`src/rtl/register_file.sv`:
```
// Multi-port register file: one byte-masked write port, two registered read ports.
// Define REGISTER_FILE_BYPASS_EN to forward same-edge write data onto colliding reads.
module register_file #(
  parameter int unsigned WIDTH    = 32,
  parameter int unsigned ADDR_W   = 5,
  parameter int unsigned ZERO_REG = 1
) (
  input  logic                 clock,
  input  logic                 reset,
  input  logic                 clear,
  input  logic                 write,
  input  logic [ADDR_W-1:0]    write_addr,
  input  logic [WIDTH-1:0]     write_data,
  input  logic [WIDTH/8-1:0]   byte_en,
  input  logic [ADDR_W-1:0]    read_addr_a,
  input  logic [ADDR_W-1:0]    read_addr_b,
  output logic [WIDTH-1:0]     read_data_a,
  output logic [WIDTH-1:0]     read_data_b
);

  localparam int unsigned DEPTH = 2 ** ADDR_W;
  localparam int unsigned NB    = WIDTH / 8;

  logic [WIDTH-1:0] mem_q [DEPTH];
  logic [WIDTH-1:0] mem_d [DEPTH];
  logic [WIDTH-1:0] rd_a_q, rd_a_d;
  logic [WIDTH-1:0] rd_b_q, rd_b_d;

  logic             wr_en_c;
  logic [WIDTH-1:0] wr_merge_c;

  // Entry 0 is read-only when hardwired; an all-zero mask changes nothing.
  always_comb begin
    wr_en_c = write && (|byte_en) &&
              !((ZERO_REG != 0) && (write_addr == '0));
  end

  // Byte-merge the incoming data over the currently stored word.
  always_comb begin
    wr_merge_c = mem_q[write_addr];
    for (int unsigned l = 0; l < NB; l++) begin
      if (byte_en[l]) begin
        wr_merge_c[8*l +: 8] = write_data[8*l +: 8];
      end
    end
  end

  // Next-state of the storage array: clear wins over write.
  always_comb begin
    for (int unsigned i = 0; i < DEPTH; i++) begin
      mem_d[i] = mem_q[i];
    end
    if (clear) begin
      for (int unsigned i = 0; i < DEPTH; i++) begin
        mem_d[i] = '0;
      end
    end else if (wr_en_c) begin
      mem_d[write_addr] = wr_merge_c;
    end
  end

  // Read port A next value.
  always_comb begin
    rd_a_d = mem_q[read_addr_a];
`ifdef REGISTER_FILE_BYPASS_EN
    if (wr_en_c && (read_addr_a == write_addr)) begin
      rd_a_d = wr_merge_c;
    end
`endif
    if ((ZERO_REG != 0) && (read_addr_a == '0)) begin
      rd_a_d = '0;
    end
    if (clear) begin
      rd_a_d = '0;
    end
  end

  // Read port B next value.
  always_comb begin
    rd_b_d = mem_q[read_addr_b];
`ifdef REGISTER_FILE_BYPASS_EN
    if (wr_en_c && (read_addr_b == write_addr)) begin
      rd_b_d = wr_merge_c;
    end
`endif
    if ((ZERO_REG != 0) && (read_addr_b == '0)) begin
      rd_b_d = '0;
    end
    if (clear) begin
      rd_b_d = '0;
    end
  end

  always_ff @(posedge clock or negedge reset) begin
    if (!reset) begin
      for (int unsigned i = 0; i < DEPTH; i++) begin
        mem_q[i] <= '0;
      end
      rd_a_q <= '0;
      rd_b_q <= '0;
    end else begin
      for (int unsigned i = 0; i < DEPTH; i++) begin
        mem_q[i] <= mem_d[i];
      end
      rd_a_q <= rd_a_d;
      rd_b_q <= rd_b_d;
    end
  end

  assign read_data_a = rd_a_q;
  assign read_data_b = rd_b_q;

endmodule
```
`config.mk`:
```
export PLATFORM = sky130hd
export DESIGN_NAME = register_file
export DESIGN_NICKNAME = d
export VERILOG_FILES = /design/src/rtl/register_file.sv
export SDC_FILE = /design/constraint.sdc
export NUM_CORES = 2
export LEC_CHECK = 0
export CAP_MARGIN = 20
export CORE_MARGIN = 4
export CORE_UTILIZATION = 57
export CTS_CLUSTER_SIZE = 16
export DETAILED_ROUTE_END_ITERATION = 7
export GPL_TIMING_DRIVEN = 0
export PLACE_DENSITY_LB_ADDON = 0.25
export SLEW_MARGIN = 40
export SYNTH_ARGS = -nofsm -noshare
export SYNTH_HDL_FRONTEND = slang
export SYNTH_SLANG_ARGS = --single-unit
```
`constraint.sdc`:
```
create_clock -name clock -period 1.8 [get_ports clock]
set_input_delay 0.45 -clock clock [delete_from_list [all_inputs] [get_ports clock]]
set_output_delay 0.45 -clock clock [all_outputs]
set_load 0.02 [all_outputs]
```
# Word level (Yosys, flattened, before mapping)
# Cells that the tools add are included.
# Widths: inputs -> output; s select.
word_totals:
  regBits: 1088
  in_bits: 55
  output_inout_bits: 64
  word_cells: 72
op_classes:
  n_lt_le_gt_ge: 4
  muxes: 22
  n_bitwise: 3
  reduce_logical: 9
ops:
  columns: ["op", "n"]
  rows:
  - ["$mux 1024", 2]
  - ["$bwmux 1024", 1]
  - ["$bmux 32 s5", 3]
  - ["$mux 32", 11]
  - ["$demux 32 s5", 1]
  - ["$mux 8", 4]
  - ["$ge 6x6->1 const B", 3]
  - ["$not 5->6", 3]
  - ["$logic_not 5->1", 3]
  - ["$lt 6x1->1 const B", 1]
  - ["$reduce_or 4->1", 1]
  - ["$logic_and 1x1->1", 3]
  - ["$reduce_bool 2->1", 1]
  - ["$logic_not 1->1", 1]

# Depth between registers and ports, before layout
depth:
  ltp_word: 8
  mapped_depth: 10
  depth_no_buf: 5

# Worst setup path before layout
# No wires, ideal clock.
synth_path:
  path_kind: "in2reg"
  from: "in write_addr[0]"
  to: "reg mem_q[543] (netlist bit)"
  t_arrival_ps: 2524
  t_required_ps: 1679
  setup_slack_ps: -845
  cell_stages: 9
  n_path_buf: 4
  path_cell_list: "buf_2 -> buf_2 -> buf_2 -> mux4_2 -> a22o_1 -> nor4_1 -> a32oi_1 -> buf_2 -> a22o_1"
synth_via:
  elab_chain_cells: 8
  word_cells_on_any_way: 17
  classes_between: "2 x order compare; 9 x mux; 1 x bitwise; 5 x reduce/logical"
synth_rtl:
  columns: ["element", "line_no", "text"]
  rows:
  - ["from (decl)", "12", "input logic [ADDR_W-1:0] write_addr,"]
  - ["$not 5->6 (implied by the code)", "40, 58", null]
  - ["$ge 6x6->1 (implied by the code) (tied with other cells)", "58", "mem_d[write_addr] = wr_merge_c;"]
  - ["$logic_and 1x1->1 (implied by the code) or $mux 32 (tied branches)", "58, 40", null]
  - ["$mux 32 (on tied branches)", "58, 40", null]
  - ["$demux 32 s5 or $mux 8 (tied branches)", "58, 42", null]
  - ["$bwmux 1024", "58", null]
  - ["$mux 1024", "57", "end else if (wr_en_c) begin"]
  - ["$mux 1024", "53", "if (clear) begin"]
  - ["to (signal, indexed assignment)", "103", "mem_q[i] <= mem_d[i];"]
  - ["to (decl)", "24", "logic [WIDTH-1:0] mem_q [DEPTH];"]
# Several ways; a longest one is shown, not always the timed one. The select of a mux whose other input is x is not followed.
# A chain may end at the register's enable or synchronous reset.

# Final worst setup path
layout_path:
  from: "in write_addr[2]"
  to: "reg mem_q[782] (netlist bit)"
# Same word-level chain as after synthesis.

==> impl_results.md <==
- Total power draw: 61.56 mW
- Final nets: 5396
- Final worst path period share: 135.8%
- H-tree depth: 3
- Syn_nets: 4768
- Core Region: 0.1092 mm^2
- Port bufs: 105
- Clock share of power: 43.4%
- Outcome: complete, but fails checks
- Die Width: 340.0 um
- Flop pwr share: 40.2%
- Total negative slack: -506.39 ns
- IO Pins: 119
- Flops & latches, synth: 1088
- Remaining Overflow, GRT: 0
- First-pass iteration count of the detailed router: 8
- Commonest non-fill, non-tap cell in the layout: dfrtp_1
- Least-Margin Pin Slew: 1.057 ns
- Post-Syn Area: 0.06284 mm^2
- Routed wire length: 301.9 mm
- RSZ-0062 raised after global routing: true
- Net Sw Frac: 28.55%
- First DRT Iteration DRCs: 11980
- Sequential-to-total area share from yosys stat: 43.33%
- # Max-Cap Violations: 0
- Maximum achievable frequency: 0.4091 GHz
- Hold slack: -0.3926 ns
- Final setup violation count: 1120
- Final Hold Viols: 119
- Clk slew on worst S/H paths: 0.06 ns
- Vias after detailed routing: 57190
- Switching pwr: 17.58 mW
- Proportion of layout cells with a drive suffix above 1: 40.95%
- DPL Wire Length: 202.2 mm
- Clock latency at the later pin of the worst-skew pair: 0.76 ns
- Final design utilization: 73.64%
- Power per cell area: 765.8 mW/mm^2
- Std-Cell Rows: 121
- Commonest cells after routing, fill and taps aside: dfrtp_1, a22o_1, mux4_2, mux2i_1, buf_4
- Peak supply drop: 0.7415 mV
- Synth unique cells: 41
- Die H: 340.0 um
- Final-layout fill cell count: 6762
- Post-Syn Area per Cell: 13.33 um^2
- Fin area: 0.08038 mm^2
- Worst Setup Start Kind: input port
- Post-Syn Instances: 4713
- CTS Buffer Depth: 3
- Detail Route Antenna Nets: 0
- Comb power frac: 16.4%
- Failing checks: DRC, hold timing, setup timing
- Clock sink count: 1088
- Slew Limit Fails: 0
- P_int: 43.98 mW
- Setup crit end kind: flop
- Largest net degree at the start of global routing: 110
- Antenna violations before repair: 17
- Relative slew margins: 29.16%
- Yosys warning count: 0
- Post-layout min period: 2.445 ns
- Worst Slack Setup Final: -0.6446 ns
- CP Class: input port to flop
- Gr usage total: 49.96%
- Post-place instance area: 0.06654 mm^2
- Root buffer cell: clkbuf_16
- First-pass GRT wire length: 404.2 mm
- Full die area: 0.1156 mm^2
- Peak fanout along the critical path: 10
- DR vias/cell: 8.241
- Starting Density: 57.57%
- Leakage: 34.97 nW
- Clock skew: 0.03963 ns
- Worst Hold Class: input port to async pin
- CP required: 2.47 ns
- Area Overhead vs Synth: 27.92%
- Residual DRC count: 1
- CTS tree: yes
- Avg WL per Cell: 43.49 um
- CTS buffer count: 116
- Placer Congestion: 1.038
- Vias in the first global route: 53900
- Worst EP arrival: 3.11 ns
==> layout make-up <==
| class | instances | area [um^2] | share of cell area, % |
|---|---|---|---|
| antenna | 25 | 62.56 | 0.07783 |
| buffer | 590 | 5733 | 7.132 |
| clock buffer | 163 | 3412 | 4.245 |
| clock inverter | 53 | 759.5 | 0.9448 |
| inverter | 96 | 379.1 | 0.4716 |
| multi-input combinational | 2934 | 35490 | 44.15 |
| sequential | 1088 | 27230 | 33.87 |
| tap | 1476 | 1847 | 2.297 |
| timing repair buffer | 515 | 5470 | 6.805 |
==> synthesized netlist by cell type (all sizes together) <==
| cell type | instances | area (um^2) |
|---|---|---|
| nor4b | 2 | 23.77 |
| inv | 96 | 360.4 |
| nor3b | 3 | 32.53 |
| nor3 | 5 | 25.02 |
| buf | 236 | 1206 |
| clkbuf | 359 | 1348 |
| o22ai | 126 | 788.3 |
| a32o | 1 | 10.01 |
| dfrtp | 1088 | 27230 |
| nor2b | 43 | 269.0 |
| nor4 | 33 | 212.7 |
| nand3 | 66 | 330.3 |
| o211ai | 1 | 7.510 |
| nor2 | 104 | 390.4 |
| nand2 | 100 | 375.4 |
| a22oi | 128 | 960.9 |
| nand2b | 6 | 37.54 |
| nand3b | 2 | 15.01 |
| mux2i | 447 | 4474 |
| a31oi | 1 | 6.260 |
| and3 | 2 | 12.51 |
| a32oi | 30 | 262.8 |
| o21ai | 62 | 310.3 |
| a22o | 961 | 8417 |
| and2 | 2 | 12.51 |
| a21oi | 95 | 475.5 |
| nand4b | 2 | 17.52 |
| a41o | 1 | 10.01 |
| nand4bb | 2 | 22.52 |
| mux2 | 65 | 732.0 |
| mux4 | 640 | 14410 |
| or3 | 1 | 6.260 |
| o41ai | 3 | 45.05 |
==> worst paths after layout <==
kind                                         from                endpoint  slack, ns  cells after the start
max reg2reg                mem_q[886]$_DFFE_PN0P_  mem_q[822]$_DFFE_PN0P_      -0.64                      7
min in group clock          mem_q[57]$_DFFE_PN0P_   mem_q[57]$_DFFE_PN0P_       0.54                      1
min reg2reg                 mem_q[57]$_DFFE_PN0P_   mem_q[57]$_DFFE_PN0P_       0.54                      1
max                                 write_addr[2]  mem_q[782]$_DFFE_PN0P_      -0.64                      9
min                                         reset  mem_q[505]$_DFFE_PN0P_      -0.39                      1
max in group asynchronous                   reset  mem_q[559]$_DFFE_PN0P_       0.31                      4
==> layer usage <==
layer	up-vias	routed length [um]	GRT usage, %
met2	6308	116300	65.24
met3	1652	62220	33.46
met1	28780	96130	60.32
met5	-	1134	2.000
met4	40	26080	30.75
li1	20410	-	-
==> power groups by stage <==
stage / clock network [mW] / registers, mW / logic [mW]
floorplan: 0 / 25.2 / 3.57
global placement: 0 / 25.3 / 6.32
detailed placement: 0 / 25.2 / 6.78
CTS: 26.3 / 24.8 / 8.53
global route: 27.4 / 24.8 / 9.96
finish: 26.7 / 24.8 / 10.1
==> cell families (layout without fill, tap and decap cells) <==
group / after synthesis / in the layout / synth area share (%)
buffers and inverters: 691 / 1417 / 4.638
muxes: 1152 / 1152 / 31.22
and+or+nand+nor: 373 / 373 / 2.837
AOI/OAI and AO/OA: 1409 / 1409 / 17.97
other: 0 / 25 / 0
DFF: 1088 / 1088 / 43.33
==> critical path, cell delays in order <==
cell	delay, ns
dlygate4sd2_1	0.41
and3_1	0.53
clkbuf_2	0.44
a22o_1	0.26
nor4_4	0.06
a32oi_4	0.46
buf_4	0.20
buf_6	0.14
a22o_1	0.15
==> flip-flops by register name, summed over array words and instances, names as in the netlist <==
register / flops
mem_q: 1024
read_data_a: 32
read_data_b: 32
==> metrics by stage <==
step	setup WS [ns]	hold slack, ns	instances
after floorplan	-0.5647	0.1544	4713
after global placement	-49.20	0.5010	6294
after detailed placement	-2.781	0.3668	6310
after CTS	-0.6015	-0.3864	6760
after global routing	-0.6056	-0.3587	6921
final	-0.6446	-0.3926	6940
==> timing repair <==
item | 4_1_cts | 5_1_grt
buffers inserted | 184 | 151
pin swaps | 115 | 159
gates cloned | 52 | 20
hold endpoints to repair | 57 | 57
gates resized for setup | 1116 | 619
endpoints found under the setup margin | 1150 | 1128
Note: power is estimated with default switching activity, not from simulation.
